**src/rtl/ram_bist_pkg.sv**
```systemverilog
// Shared types, default geometry and the march background pattern for the RAM BIST controller.
`timescale 1ns/1ps
package ram_bist_pkg;

    localparam int         ADDR_W_DEF = 6;
    localparam int         DATA_W_DEF = 8;
    localparam logic [7:0] SEED_DEF   = 8'hA5;

    typedef enum logic [2:0] {
        S_IDLE,
        S_WR_UP,
        S_RD_UP,
        S_WR_DN,
        S_RD_DN,
        S_DONE
    } bist_state_t;

    // Computed at 32 bits so callers with any ADDR_W/DATA_W can truncate to their own width.
    function automatic logic [31:0] bist_pattern(input logic [31:0] seed,
                                                 input logic [31:0] a,
                                                 input logic        inv);
        logic [31:0] p;
        p = seed ^ a;
        return inv ? ~p : p;
    endfunction

endpackage

```
**src/rtl/ram_bist_cmp.sv**
```systemverilog
// Read-compare pipeline: holds the expected data for the read in flight, counts mismatches and
// captures where the first one happened.
`timescale 1ns/1ps
module ram_bist_cmp
    import ram_bist_pkg::*;
#(
    parameter int ADDR_W = ADDR_W_DEF,
    parameter int DATA_W = DATA_W_DEF
) (
    input  logic              clk,
    input  logic              reset,
    input  logic              clear,
    input  logic              iss_valid,
    input  logic [ADDR_W-1:0] iss_addr,
    input  logic [DATA_W-1:0] iss_exp,
    input  logic              iss_phase,
    input  logic [DATA_W-1:0] dout,
    output logic [7:0]        fail_count,
    output logic [ADDR_W-1:0] first_fail_addr,
    output logic              first_fail_phase,
    output logic              any_fail_next
);

    logic              cmp_valid;
    logic [ADDR_W-1:0] cmp_addr;
    logic [DATA_W-1:0] cmp_exp;
    logic              cmp_phase;
    logic              hit;

    assign hit           = cmp_valid && (dout != cmp_exp);
    // Lets the FSM fold the compare landing on its final edge into the pass verdict.
    assign any_fail_next = hit || (fail_count != 8'd0);

    always_ff @(posedge clk or negedge reset) begin
        if (!reset) begin
            cmp_valid        <= 1'b0;
            cmp_addr         <= '0;
            cmp_exp          <= '0;
            cmp_phase        <= 1'b0;
            fail_count       <= 8'd0;
            first_fail_addr  <= '0;
            first_fail_phase <= 1'b0;
        end else if (clear) begin
            cmp_valid        <= 1'b0;
            cmp_addr         <= '0;
            cmp_exp          <= '0;
            cmp_phase        <= 1'b0;
            fail_count       <= 8'd0;
            first_fail_addr  <= '0;
            first_fail_phase <= 1'b0;
        end else begin
            cmp_valid <= iss_valid;
            cmp_addr  <= iss_addr;
            cmp_exp   <= iss_exp;
            cmp_phase <= iss_phase;
            if (hit) begin
                if (fail_count != 8'hFF)
                    fail_count <= fail_count + 8'd1;
                if (fail_count == 8'd0) begin
                    first_fail_addr  <= cmp_addr;
                    first_fail_phase <= cmp_phase;
                end
            end
        end
    end

endmodule

```
**src/rtl/ram_bist_ctrl.sv**
```systemverilog
// Four-pass march BIST sequencer driving the 64x8 RAM; all RAM-facing outputs are posedge
// registers so they are stable across the RAM's negedge sample.
//
//   state   | meaning
//   --------+---------------------------------------------------
//   S_IDLE  | waiting for start after reset
//   S_WR_UP | writing P(a), a ascending
//   S_RD_UP | reading, expecting P(a), a ascending
//   S_WR_DN | writing ~P(a), a descending
//   S_RD_DN | reading, expecting ~P(a), a descending
//   S_DONE  | results held until next start or reset
`timescale 1ns/1ps
module ram_bist_ctrl
    import ram_bist_pkg::*;
#(
    parameter int                ADDR_W = ADDR_W_DEF,
    parameter int                DATA_W = DATA_W_DEF,
    parameter logic [DATA_W-1:0] SEED   = DATA_W'(SEED_DEF)
) (
    input  logic              clk,
    input  logic              reset,
    input  logic              start,
    output logic              busy,
    output logic              done,
    output logic              pass,
    output logic [7:0]        fail_count,
    output logic [ADDR_W-1:0] first_fail_addr,
    output logic              first_fail_phase,
    output logic              rw,
    output logic [ADDR_W-1:0] addr,
    output logic [DATA_W-1:0] din,
    input  logic [DATA_W-1:0] dout
);

    localparam logic [ADDR_W-1:0] ADDR_LAST = '1;

    bist_state_t       state;
    logic [ADDR_W-1:0] addr_inc;
    logic [ADDR_W-1:0] addr_dec;
    logic              launch;
    logic              iss_valid;
    logic [ADDR_W-1:0] iss_addr;
    logic [DATA_W-1:0] iss_exp;
    logic              iss_phase;
    logic              any_fail_next;

    assign addr_inc = addr + 1'b1;
    assign addr_dec = addr - 1'b1;
    assign launch   = start && ((state == S_IDLE) || (state == S_DONE));

    // Mirrors the FSM's next read so its expected data is registered on the same edge the read issues.
    always_comb begin
        iss_valid = 1'b0;
        iss_addr  = '0;
        iss_phase = 1'b0;
        case (state)
            S_WR_UP: if (addr == ADDR_LAST) iss_valid = 1'b1;
            S_RD_UP: if (addr != ADDR_LAST) begin
                iss_valid = 1'b1;
                iss_addr  = addr_inc;
            end
            S_WR_DN: if (addr == '0) begin
                iss_valid = 1'b1;
                iss_addr  = ADDR_LAST;
                iss_phase = 1'b1;
            end
            S_RD_DN: if (addr != '0) begin
                iss_valid = 1'b1;
                iss_addr  = addr_dec;
                iss_phase = 1'b1;
            end
            default: ;
        endcase
        iss_exp = DATA_W'(bist_pattern(32'(SEED), 32'(iss_addr), iss_phase));
    end

    always_ff @(posedge clk or negedge reset) begin
        if (!reset) begin
            state <= S_IDLE;
            busy  <= 1'b0;
            done  <= 1'b0;
            pass  <= 1'b0;
            rw    <= 1'b0;
            addr  <= '0;
            din   <= '0;
        end else begin
            case (state)
                S_IDLE, S_DONE: begin
                    if (start) begin
                        state <= S_WR_UP;
                        busy  <= 1'b1;
                        done  <= 1'b0;
                        pass  <= 1'b0;
                        rw    <= 1'b1;
                        addr  <= '0;
                        din   <= DATA_W'(bist_pattern(32'(SEED), 32'd0, 1'b0));
                    end
                end
                S_WR_UP: begin
                    if (addr == ADDR_LAST) begin
                        state <= S_RD_UP;
                        rw    <= 1'b0;
                        addr  <= '0;
                        din   <= '0;
                    end else begin
                        addr <= addr_inc;
                        din  <= DATA_W'(bist_pattern(32'(SEED), 32'(addr_inc), 1'b0));
                    end
                end
                S_RD_UP: begin
                    if (addr == ADDR_LAST) begin
                        state <= S_WR_DN;
                        rw    <= 1'b1;
                        din   <= DATA_W'(bist_pattern(32'(SEED), 32'(ADDR_LAST), 1'b1));
                    end else begin
                        addr <= addr_inc;
                    end
                end
                S_WR_DN: begin
                    if (addr == '0) begin
                        state <= S_RD_DN;
                        rw    <= 1'b0;
                        addr  <= ADDR_LAST;
                        din   <= '0;
                    end else begin
                        addr <= addr_dec;
                        din  <= DATA_W'(bist_pattern(32'(SEED), 32'(addr_dec), 1'b1));
                    end
                end
                S_RD_DN: begin
                    if (addr == '0) begin
                        state <= S_DONE;
                        busy  <= 1'b0;
                        done  <= 1'b1;
                        pass  <= !any_fail_next;
                    end else begin
                        addr <= addr_dec;
                    end
                end
                default: begin
                    state <= S_IDLE;
                    busy  <= 1'b0;
                    rw    <= 1'b0;
                    addr  <= '0;
                    din   <= '0;
                end
            endcase
        end
    end

    ram_bist_cmp #(
        .ADDR_W (ADDR_W),
        .DATA_W (DATA_W)
    ) u_cmp (
        .clk              (clk),
        .reset            (reset),
        .clear            (launch),
        .iss_valid        (iss_valid),
        .iss_addr         (iss_addr),
        .iss_exp          (iss_exp),
        .iss_phase        (iss_phase),
        .dout             (dout),
        .fail_count       (fail_count),
        .first_fail_addr  (first_fail_addr),
        .first_fail_phase (first_fail_phase),
        .any_fail_next    (any_fail_next)
    );

endmodule

```
**config.mk**
```make
export PLATFORM = sky130hd
export DESIGN_NAME = ram_bist_ctrl
export DESIGN_NICKNAME = d
export VERILOG_FILES = /design/src/rtl/ram_bist_pkg.sv /design/src/rtl/ram_bist_cmp.sv /design/src/rtl/ram_bist_ctrl.sv
export SDC_FILE = /design/constraint.sdc
export NUM_CORES = 1
export LEC_CHECK = 0
export ABC_CLOCK_PERIOD_IN_PS = 2500
export BUFFER_PORTS_ARGS = -buffer_cell sky130_fd_sc_hd__buf_4
export CORE_MARGIN = 2
export CORE_UTILIZATION = 52
export DETAILED_ROUTE_END_ITERATION = 10
export PLACE_DENSITY_LB_ADDON = 0.12
export SYNTH_ARGS = -nofsm -noshare
export SYNTH_HDL_FRONTEND = slang
export SYNTH_SLANG_ARGS = --single-unit
```
**constraint.sdc**
```tcl
create_clock -name clk -period 2.5 [get_ports clk]
set_input_delay 0.125 -clock clk [delete_from_list [all_inputs] [get_ports clk]]
set_output_delay 0.125 -clock clk [all_outputs]
set_load 0.005 [all_outputs]
```
==> impl_metrics.tcl <==
set metrics [dict create \
    start_util_pct 54.7 \
    synth_edf_count 0 \
    synth-xor-area-share_pct 4.00 \
    critPathMaxFanout 9 \
    synthSimpleGateAreaFrac_pct 19.9 \
    syn_nets 368 \
    gp_congestion 0.973 \
    fin_worst_skew_ns 0.0134 \
    wl_per_cell_um 18.5 \
    grt_max_degree 52 \
    antenna_found_initial 0 \
    run_status "finished, final reports clean" \
    fp.dieH_um 80.8 \
    min_path_type "input pin to register" \
    syn_inst 353 \
    synth.mux.area_fraction_pct 0.326 \
    insertion_delay_ns 0.31 \
    tns_ns 0 \
    stdcell_count 480 \
    ir_drop_mv 0.576 \
    clk_pin_slew_worst_paths_ns 0.10 \
    p_per_area_mw_per_mm2 1050 \
    final_antenna_net_count 0 \
    final_max_slew_viol_count 0 \
    fp.dieW_um 80.8 \
    rows 27 \
    cp_data_arrival_time_ns 2.55 \
    num-nets-final 423 \
    yosysUniqueCellTypes 66 \
    endpoint_kind "register" \
    grt-ovfl-total 0 \
    synthTopCellsByArea "dfrtp_1, o21ai_0, a21oi_1" \
    yosys_warnings 0 \
    die-area_mm2 0.00653 \
    critical_path.startpoint_type "register" \
    vias_per_cell 6.27 \
    fin_crit_ns 2.35 \
    timing.final.ws_setup_ns 0.150 \
    vias 3011 \
    drtIter0Drc 284 \
    first_global_vias 2816 \
    final.fill_count 505 \
    cts_buffer_depth 2 \
    routed_wirelength_um 8900 \
    netlist.area_leader.share_pct 41.6 \
    ys_seq_area_share_pct 41.6 \
    grt_setup_unrepaired "no" \
    netlist_area_mm2 0.00307 \
    htree_num_levels 2 \
    area_growth_pct 21.7 \
    worst_pin_slew_ns 0.631 \
    synth_top_family_by_area "compound AO/OA/AOI/OAI gates" \
    slew_headroom_pct 58.0 \
    cts_resized 0 \
    synthAdderAreaFrac_pct 1.63 \
    core_mm2 0.00561 \
    n_antenna_cell 0 \
    drc_errors 0 \
    cts_tree "yes" \
    ys_ff_latch 51 \
    numPortBuffers 43 \
    io_pins 44 \
    grt_pass1_wl_um 14500 \
    placedCellCount 471 \
    leakagePower_nw 1.61 \
    cts.sinks 51 \
    synth_ff_type "dfrtp_1" \
    dp_hpwl_um 6540 \
    drive_gt1_share_pct 22.3 \
    cts_made_buffers 5 \
    critPathRequiredTime_ns 2.70 \
    path_class "register to register" \
    synth_compound_area_share_pct 27.6 \
    min_period_over_period_pct 94.0 \
    drtPass1Iterations 5 \
    avgSynthCellArea_um2 8.69 \
    grtUsageTotal_pct 29.1 \
    drv_cap 0 \
    synth_largest_area_cell "dfrtp_1" \
    place_ws_ns 0.0708 \
    r2r_slack_ns 0.15 \
    cts_root_buf "clkbuf_8" \
    hold_viol_final 0 \
    setup_viol 0 \
    synthArstFlopShare_pct 100 \
    fmax_mhz 426 \
]
## worst max-delay path: stages (launching register included)
cell and delay [ns]:
dfrtp_1 0.40, inv_2 0.10, ha_1 0.17, or4b_1 0.49, or2_1 0.41, a311oi_1 0.34, a31oi_1 0.09, o221a_1 0.25
## layout by cell type, fill, tap and decap left out, types with 6 or more instances in the layout
cell	count
nand3_1	18
nor2_1	27
nand2_1	29
o221ai_1	7
xnor2_1	12
a21oi_1	23
nor3_1	8
o22ai_1	6
o21ai_0	29
dfrtp_1	51
buf_4	77
inv_1	7
and3_1	6
## cell usage after synthesis, types with 3 or more instances
cell and count:
a21oi_1 23, a221o_1 3, a221oi_1 3, a22o_1 4, a22oi_1 3, a31oi_1 5, a32oi_1 3, and3_1 6
buf_1 4, buf_2 5, clkbuf_1 21, dfrtp_1 51, ha_1 4, inv_1 8, nand2_1 29, nand2b_1 4
nand3_1 18, nor2_1 27, nor2b_1 3, nor3_1 8, o211ai_1 5, o21a_1 3, o21ai_0 29, o21ai_1 3
o221ai_1 7, o22ai_1 6, o31ai_1 3, o32ai_1 4, or3_1 5, xnor2_1 12
## layer usage
| layer | up-vias | routed length (um) | GRT usage (%) |
|---|---|---|---|
| li1 | 1434 | - | - |
| met1 | 1467 | 4010 | 41.0 |
| met2 | 103 | 4240 | 48.7 |
| met3 | 7 | 557 | 3.11 |
| met4 | 0 | 87 | 6.27 |
| met5 | - | 0 | 0 |
## kinds of logic (layout without fill, tap and decap cells)
family,count (synthesis),after routing
and+or+nand+nor,120,120
AOI/OAI and AO/OA,124,124
adders and majority gates,4,4
DFF,51,51
muxes,1,1
xor gates and xnor gates,14,14
buffers and inverters,39,94
## path summary, 6_finish.rpt
check | startpoint | endpoint | cells past startpoint
setup / recovery | addr[0] | din[2] | 7
hold / removal | start | busy | 5
setup reg to reg | addr[0] | din[2] | 7
hold reg to reg | din[6] | din[6] | 2
max in group asynchronous | reset | u_cmp.cmp_exp[3] | 2
min in group asynchronous | reset | din[2] | 2
## cell type report
type	count	area (um2)	area share, %
multi-input combinational	263	1640	43.9
sequential	51	1280	34.2
timing repair buffer	78	588	15.8
tap	72	90.1	2.41
clock buffer	5	68.8	1.84
clock inverter	2	37.5	1.01
inverter	9	33.8	0.905
## through the flow
stage	utilization (%)	cell area, um2	power [W]	hold WS (ns)
global placement	64.4	3610	0.00330	0.185
CTS	66.4	3730	0.00389	0.325
finish	66.6	3730	0.00390	0.340
detailed placement	64.4	3610	0.00333	0.188
global route	66.6	3730	0.00419	0.361
floorplan	-	3080	0.00249	-0.171
## repair_timing
action | 4_1_cts | 5_1_grt
hold buffers | 1 | 0
endpoints found under the setup margin | 0 | 7
endpoints found under the hold margin | 51 | 0
buffers inserted | 0 | 1
## flip-flops by register name, summed over array words and instances (netlist names)
name	cells
u_cmp.first_fail_phase	1
u_cmp.cmp_exp	8
u_cmp.fail_count	8
din	8
u_cmp.cmp_addr	6
addr	6
pass	1
rw	1
u_cmp.first_fail_addr	6
done	1
busy	1
state	3
u_cmp.cmp_valid	1
## power by group
part / internal, W / leakage (nW) / switching (W)
clock network: 0.000293 / 0.0502 / 0.000277
registers: 0.00107 / 0.641 / 0.000162
logic: 0.000961 / 0.922 / 0.00114
Note: power is estimated with default switching activity, not from simulation.
